--- src/rtl/if_prefetch.sv ---
// -----------------------------------------------------------------------------
// if_prefetch
//
// Instruction-fetch stage with a decoupling prefetch queue. A PC generator
// issues single-outstanding requests to a variable-latency instruction memory.
// Returned instructions are queued with their PC+2 in a DEPTH-entry FIFO and
// presented to decode under a valid/stall handshake. A redirect flushes the
// queue and squashes any in-flight response. Fetching stops after a halt
// opcode (5'b00000) until the next redirect, or after an external halt until
// reset.
//
// Optional feature macro: IF_BYPASS_EN
//   When defined, a response arriving while the queue is empty is forwarded
//   combinationally to out_* in the same cycle. It is consumed directly if
//   decode is not stalled, and pushed into the queue otherwise.
//
// Ports
//   clk          in   clock, rising edge
//   rst          in   synchronous active-high reset
//   redirect     in   taken branch/jump from execute (highest priority)
//   redirect_pc  in   redirect target
//   halt_in      in   external halt, sticky until rst
//   stall        in   decode cannot accept this cycle
//   imem_req     out  single-cycle request pulse
//   imem_addr    out  request address (0 when no request)
//   imem_done    in   response valid, at least one cycle after the request
//   imem_rdata   in   response instruction
//   out_valid    out  queue head valid
//   out_instr    out  head instruction
//   out_pc2      out  head PC+2
//   out_halt     out  head opcode is 5'b00000
// -----------------------------------------------------------------------------
module if_prefetch #(
    parameter int                DATA_W   = 16,
    parameter int                ADDR_W   = 16,
    parameter int                DEPTH    = 4,
    parameter logic [ADDR_W-1:0] RESET_PC = '0
) (
    input  logic              clk,
    input  logic              rst,
    input  logic              redirect,
    input  logic [ADDR_W-1:0] redirect_pc,
    input  logic              halt_in,
    input  logic              stall,
    output logic              imem_req,
    output logic [ADDR_W-1:0] imem_addr,
    input  logic              imem_done,
    input  logic [DATA_W-1:0] imem_rdata,
    output logic              out_valid,
    output logic [DATA_W-1:0] out_instr,
    output logic [ADDR_W-1:0] out_pc2,
    output logic              out_halt
);

    localparam int                PTR_W    = (DEPTH > 1) ? $clog2(DEPTH) : 1;
    localparam int                CNT_W    = $clog2(DEPTH + 1);
    localparam logic [CNT_W-1:0]  CNT_FULL = CNT_W'(DEPTH);
    localparam logic [ADDR_W-1:0] PC_STEP  = ADDR_W'(2);

    logic [ADDR_W-1:0] fetch_pc_q, fetch_pc_d;
    logic [ADDR_W-1:0] req_addr_q, req_addr_d;
    logic              outstanding_q, outstanding_d;
    logic              squash_q, squash_d;
    logic              fetch_halt_q, fetch_halt_d;
    logic              ext_halt_q, ext_halt_d;
    logic [PTR_W-1:0]  rd_ptr_q, rd_ptr_d;
    logic [PTR_W-1:0]  wr_ptr_q, wr_ptr_d;
    logic [CNT_W-1:0]  count_q, count_d;

    logic [DATA_W-1:0] instr_mem_q [DEPTH];
    logic [ADDR_W-1:0] pc2_mem_q   [DEPTH];

    logic              rsp_valid;
    logic              rsp_keep;
    logic [ADDR_W-1:0] rsp_pc2;
    logic              rsp_halt;
    logic              fifo_empty;
    logic              bypass;
    logic              pop;
    logic              fifo_pop;
    logic              push;
    logic              issue;

    // A done without an outstanding request is ignored entirely.
    assign rsp_valid  = imem_done && outstanding_q;
    // Squashed responses and responses landing in a redirect cycle are dropped.
    assign rsp_keep   = rsp_valid && !squash_q && !redirect;
    assign rsp_pc2    = req_addr_q + PC_STEP;
    assign rsp_halt   = (imem_rdata[DATA_W-1 -: 5] == 5'b00000);
    assign fifo_empty = (count_q == '0);

`ifdef IF_BYPASS_EN
    assign bypass = fifo_empty && rsp_keep;
`else
    assign bypass = 1'b0;
`endif

    assign out_valid = !fifo_empty || bypass;

    always_comb begin
        out_instr = '0;
        out_pc2   = '0;
        if (bypass) begin
            out_instr = imem_rdata;
            out_pc2   = rsp_pc2;
        end else if (!fifo_empty) begin
            out_instr = instr_mem_q[rd_ptr_q];
            out_pc2   = pc2_mem_q[rd_ptr_q];
        end
    end

    assign out_halt = out_valid && (out_instr[DATA_W-1 -: 5] == 5'b00000);

    // The pop in a redirect cycle is ignored because the queue is flushed.
    assign pop      = out_valid && !stall && !redirect;
    assign fifo_pop = pop && !fifo_empty;
    // A bypassed response is written only when decode stalls on it.
    assign push     = rsp_keep && !(bypass && !stall);

    // With a single outstanding request the credit check reduces to
    // count < DEPTH, which guarantees the eventual push has a free slot.
    assign issue = !rst && !outstanding_q && (count_q < CNT_FULL) &&
                   !fetch_halt_q && !ext_halt_q && !halt_in && !redirect;

    assign imem_req  = issue;
    assign imem_addr = issue ? fetch_pc_q : '0;

    always_comb begin
        fetch_pc_d    = fetch_pc_q;
        req_addr_d    = req_addr_q;
        outstanding_d = outstanding_q;
        squash_d      = squash_q;
        fetch_halt_d  = fetch_halt_q;
        ext_halt_d    = ext_halt_q;
        rd_ptr_d      = rd_ptr_q;
        wr_ptr_d      = wr_ptr_q;
        count_d       = count_q;

        if (issue) begin
            fetch_pc_d    = fetch_pc_q + PC_STEP;
            req_addr_d    = fetch_pc_q;
            outstanding_d = 1'b1;
        end

        if (rsp_valid) begin
            outstanding_d = 1'b0;
            if (squash_q) begin
                squash_d = 1'b0;
            end
        end

        if (rsp_keep && rsp_halt) begin
            fetch_halt_d = 1'b1;
        end

        if (push) begin
            wr_ptr_d = wr_ptr_q + PTR_W'(1);
        end
        if (fifo_pop) begin
            rd_ptr_d = rd_ptr_q + PTR_W'(1);
        end
        case ({push, fifo_pop})
            2'b10:   count_d = count_q + CNT_W'(1);
            2'b01:   count_d = count_q - CNT_W'(1);
            default: count_d = count_q;
        endcase

        if (halt_in) begin
            ext_halt_d = 1'b1;
        end

        if (redirect) begin
            fetch_pc_d   = redirect_pc;
            fetch_halt_d = 1'b0;
            rd_ptr_d     = '0;
            wr_ptr_d     = '0;
            count_d      = '0;
            if (outstanding_q && !imem_done) begin
                squash_d = 1'b1;
            end
        end
    end

    always_ff @(posedge clk) begin
        if (rst) begin
            fetch_pc_q    <= RESET_PC;
            req_addr_q    <= '0;
            outstanding_q <= 1'b0;
            squash_q      <= 1'b0;
            fetch_halt_q  <= 1'b0;
            ext_halt_q    <= 1'b0;
            rd_ptr_q      <= '0;
            wr_ptr_q      <= '0;
            count_q       <= '0;
        end else begin
            fetch_pc_q    <= fetch_pc_d;
            req_addr_q    <= req_addr_d;
            outstanding_q <= outstanding_d;
            squash_q      <= squash_d;
            fetch_halt_q  <= fetch_halt_d;
            ext_halt_q    <= ext_halt_d;
            rd_ptr_q      <= rd_ptr_d;
            wr_ptr_q      <= wr_ptr_d;
            count_q       <= count_d;
        end
    end

    // Queue storage carries no reset; outputs are masked while empty.
    always_ff @(posedge clk) begin
        if (!rst && push) begin
            instr_mem_q[wr_ptr_q] <= imem_rdata;
            pc2_mem_q[wr_ptr_q]   <= rsp_pc2;
        end
    end

endmodule
--- config.mk ---
export PLATFORM = sky130hd
export DESIGN_NAME = if_prefetch
export DESIGN_NICKNAME = d
export VERILOG_FILES = /design/src/rtl/if_prefetch.sv
export SDC_FILE = /design/constraint.sdc
export NUM_CORES = 1
export LEC_CHECK = 0
export BUFFER_PORTS_ARGS = -buffer_cell sky130_fd_sc_hd__buf_2
export CORE_UTILIZATION = 50
export CTS_BUF_LIST = sky130_fd_sc_hd__clkbuf_8
export DETAILED_ROUTE_END_ITERATION = 16
export PLACE_DENSITY = 0.7
export RECOVER_POWER = 100
export SLEW_MARGIN = 25
export SYNTH_ARGS = -nofsm -noshare
export SYNTH_HDL_FRONTEND = slang
export SYNTH_SLANG_ARGS = --single-unit
--- constraint.sdc ---
create_clock -name clk -period 2.87 [get_ports clk]
set_input_delay 0.574 -clock clk [delete_from_list [all_inputs] [get_ports clk]]
set_output_delay 0.574 -clock clk [all_outputs]
set_load 0.01 [all_outputs]
* Word-level counts from Yosys, hierarchy flattened
Memory sizes are Yosys's and may differ from the RTL's. A register that Yosys moved wholly into a read port is not among the register bits.
Index checks and enable logic that the tools add are counted.
** Word-level totals
- Register bits after elaboration :: 43
- RAM bits :: 128
- Bits of input ports :: 38
- Memories :: 2
** Cells by class
- $add $sub $neg :: 6
- Order comparisons :: 1
- Equal/unequal tests :: 2
- Muxes and demuxes :: 15
- Reductions and logical operators :: 33
** Memories
- instr_mem_q :: words 4, bits a word 16, rd ports 1, clocked after memory_dff 1, write ports 1, RTL line 70 : logic [DATA_W-1:0] instr_mem_q [DEPTH];
- pc2_mem_q :: words 4, bits a word 16, rd ports 1, clocked after memory_dff 1, write ports 1, RTL line 71 : logic [ADDR_W-1:0] pc2_mem_q [DEPTH];
** Operators by type and width (number)
- 2-to-1 mux 16 bit :: 5
- adder 16 x 2 -> 16 bit (second input constant) :: 2
- logical AND 1 bit :: 16
- zero test 1 bit :: 10
- zero test 5 bit :: 2
- 2-to-1 mux 2 bit :: 4
- one-hot mux 3 bit (2 select lines) :: 1
- 2-to-1 mux 1 bit :: 5
- adder 2 x 1 -> 2 bit (second input constant) :: 2
- nonzero test 2 bit :: 2
- OR reduction 2 bit :: 2
- adder 3 x 1 -> 3 bit (second input constant) :: 1
- zero test 3 bit :: 1
- < comparator 3 bit (second input constant) :: 1
- subtractor 3 x 1 -> 3 bit (second input constant) :: 1
- equality test 2 x 1 -> 1 bit (second input constant) :: 1
- equality test 2 bit (second input constant) :: 1

* Longest topological paths before layout
- Word-level depth :: 9
- Mapped depth :: 9
- Gate-level depth less buffers :: 9

* Least setup slack after synthesis
No wires, ideal clock.
- Kind :: input -> register
- From :: input port redirect
- To :: memory instr_mem_q[1][0], enable pin
- Setup time :: 0.392 ns
- Data arrival time :: 2.147 ns
- Data required time :: 2.478 ns
- Setup slack :: 0.331 ns
- Stages :: 3
- Cell sequence :: clkbuf_1 nor3_1 and3_1
** Between the ends
- Longest elaborated chain between the ends :: 5
** Ends and longest elaborated chain
- from (decl) :: RTL line 41 : input logic redirect,
- zero test 1 bit :: RTL line 87 : assign rsp_keep = rsp_valid && !squash_q && !redirect;
- logical AND 1 bit :: RTL line 87
- logical AND 1 bit :: RTL line 210 : if (!rst && push) begin
- 2-to-1 mux 1 bit :: RTL line 210
- 2-to-1 mux 1 bit (not written as such) :: RTL line 211 : instr_mem_q[wr_ptr_q] <= imem_rdata;
- to (decl) :: RTL line 70
Every way passes these cells.

==> metrics.yaml <==
power_and_ir_drop:
  switchingPower_uw: 912.2
  vdd_ir_drop_max_v: 0.0002740
  p_leak_uw: 0.002882
  pwr-share-seq: 0.608
  combPwrFrac: 0.033
  p_clk_frac: 0.359
  intPower_uw: 3554
  switching_share: 0.2042
  power_density_mw_per_mm2: 542.3
synth:
  synth_warnings: 0
  async_flop_share: 0
  seq_area_frac_synth: 0.6555
  ys_types: 49
  netlist_area_mm2: 0.007238
  synthFlopType: "edfxtp_1"
  synth-edff-count: 128
  synthesis.nets: 547
  synth.avg_cell_area_um2: 14.45
  ys_ff_latch: 173
  syn_inst: 501
status:
  outcome: "finished with violations"
  violations: "capacitance limit, slew limit"
floorplan:
  start_util: 0.5174
  die_area_mm2: 0.01496
  die_y_um: 122.3
  fp-row-count: 43
  ios: 89
  core_mm2: 0.01399
  die_w_um: 122.3
worst_setup_path:
  critPathArrivalTime_ps: 2190
  r2r_end: "pc2_mem_q[3][9]"
  crit_path_end_kind: "primary output"
  cpPeakStageDelay_ps: 560
  slowest_stage: "or4_4"
  worstPathRequired_ps: 2300
  worstReg2RegStart: "outstanding_q"
  cp-start-kind: "flop"
  critPathKind: "flop to primary output"
  path_cells: "mux4_2 -> or4_4 -> nor3_4 -> buf_2"
  reg2reg_slack_ps: 580
  r2r_cells: 5
  path_max_fanout: 6
global_routing:
  track_usage: 0.1991
  antenna_found_initial: 0
  grt_max_degree: 36
  gr-total-overflow: 0
  grt_pass1_vias: 4348
  grt_pass1_wl_um: 21890
sta:
  fin_crit_sh: 0.9626
  holdWs_ps: 335.8
  hold_violations: 0
  rsz0062_at_grt: "yes"
  period_minus_slack_ps: 2763
  worst_clock_skew_ps: 12.46
  clock.fmax_mhz: 362.0
  setup_viol: 0
  slew_violations: 35
  fin_tns_setup_ps: 0
  worst_pin_slew_ps: 1524
  slew_headroom: -0.01582
place:
  portBuffers: 88
  dp_cells: 765
  hpwl_um: 9146
  finalWeightedCongestion: 0.8424
clock_tree:
  clock_latency_ps: 460
  cts_hold_buf: 0
  htreeDepth: 4
  cts_sinks: 173
  clockBufferDepth: 2
  cts.clk_slew.worst_paths_ps: 80
  cts_root_buf: "clkbuf_8"
  cts_inserted_buffers: 17
  cts_tree: "done"
layout:
  n_antenna_cell: 0
  drive_gt1_frac: 0.2480
  area_growth_pct: 13.79
  final_util: 0.5888
  nNetsFinal: 651
  fillers: 1137
  stdcell_count: 797
detailed_routing:
  routed_wl_um: 13850
  ant_nets: 0
  drc: 0
  dr.pass1.iters: 5
  vias: 4338
  drt_iter0_drc: 275
  vias_per_cell: 5.443
  wl_per_cell_um: 17.38
flow_run:
  cap_viol_max_count: 1
worst_hold_path:
  worstHoldPathType: "input port to flop"
  hold_depth: 2
  hold_start: "imem_done"
-- power groups by stage --
stage	Sequential (uW)	Clock, uW	Combinational [uW]
final	2720	1600	146
after floorplan	2770	0	87.9
after detailed placement	2770	0	154
after CTS	2720	1640	155
after global placement	2770	0	148
after global routing	2720	1740	162
-- registers in the layout, summed over array words and instances, names as in the netlist, named ones only --
register       count
count_q            3
ext_halt_q         1
fetch_halt_q       1
fetch_pc_q        16
instr_mem_q       64
outstanding_q      1
pc2_mem_q         64
rd_ptr_q           2
req_addr_q        16
wr_ptr_q           2
-- layout by cell type, fill, tap and decap left out, types with 22 or more instances in the layout --
cell type / instances
clkbuf_8: 23
nor2b_1: 34
edfxtp_1: 128
nor2_1: 28
buf_2: 69
dfxtp_1: 43
nand2_1: 46
inv_1: 28
clkbuf_1: 23
a21oi_1: 22
mux4_2: 32
-- cells in the mapped netlist (all sizes together) (2+ instances only) --
master,n,share of area
and4,4,0.0048
edfxtp,128,0.53
clkinv,2,0.0010
inv,27,0.014
nand4,6,0.0073
clkbuf,14,0.0073
nor3,9,0.0062
dfxtp,45,0.12
and2,3,0.0026
nor2,28,0.015
a2111oi,2,0.0041
or4,2,0.0026
and3,6,0.0052
ha,7,0.012
nand2,46,0.024
xnor2,14,0.017
nand3,14,0.010
xor2,10,0.012
nand2b,2,0.0017
a21oi,22,0.015
mux2i,2,0.0028
a311oi,4,0.0048
mux4,32,0.10
nor4,5,0.011
a211oi,7,0.0073
buf,6,0.0048
or3,6,0.0060
nor2b,34,0.029
o21ai,3,0.0021
-- area by class of cell --
| class | instances | area [um2] | area share |
|---|---|---|---|
| Clock buffer | 23 | 316.6 | 0.03843 |
| Clock inverter | 8 | 66.31 | 0.008051 |
| Inverter | 29 | 108.9 | 0.01322 |
| Multi-Input combinational cell | 279 | 2247 | 0.2728 |
| Sequential cell | 173 | 4750 | 0.5766 |
| Tap cell | 180 | 225.2 | 0.02734 |
| Timing Repair Buffer | 105 | 523.0 | 0.06350 |
-- worst max-delay path: cells and delay by family, from the launching register on --
family / cells / cell delay [ps]
and+or+nand+nor: 2 / 670
muxes: 1 / 530
DFF: 1 / 400
buffers and inverters: 1 / 140
-- through the flow --
| stage | setup slack (ps) | total power, uW | cell area, um2 |
|---|---|---|---|
| floorplan | 331.3 | 2855 | 7238 |
| global placement | 498.9 | 2922 | 7943 |
| detailed placement | 368.8 | 2929 | 7943 |
| CTS | 11.37 | 4508 | 8325 |
| global route | 5.788 | 4623 | 8237 |
| finish | 107.3 | 4467 | 8237 |
-- cells by family (layout without fill, tap and decap cells) --
logic type      after synthesis  in the layout  synth area share
compound gates               45             45           0.04149
xor+xnor                     24             24           0.02904
fa+ha+maj                     8              8           0.01487
buf+inv                      49            165           0.02714
flops                       173            173            0.6555
mux                          34             34            0.1023
simple gates                168            168            0.1296
-- worst max-delay path by stage --
stage	start	end	cells after the start
floorplan	redirect	instr_mem_q[1][0]	3
global route	flop	out_halt	4
global placement	redirect	count_q[2]	8
finish	flop	out_halt	4
detailed placement	redirect	count_q[2]	8
CTS	flop	out_halt	4
-- layer usage --
metal | part of all wire | global-route usage | vias up | routed length, um
li1 | - | - | 2070 | -
met1 | 0.45 | 0.2565 | 2107 | 6253
met2 | 0.48 | 0.3248 | 143 | 6686
met3 | 0.052 | 0.05530 | 18 | 719
met4 | 0.014 | 0.06707 | 0 | 194
met5 | 0 | 0 | - | 0
-- timing repair --
item                       4_1_cts  5_1_grt
setup buffers                    0        1
resized for setup                0        6
setup endpoints to repair        0        1
Note: power is estimated with default switching activity, not from simulation.
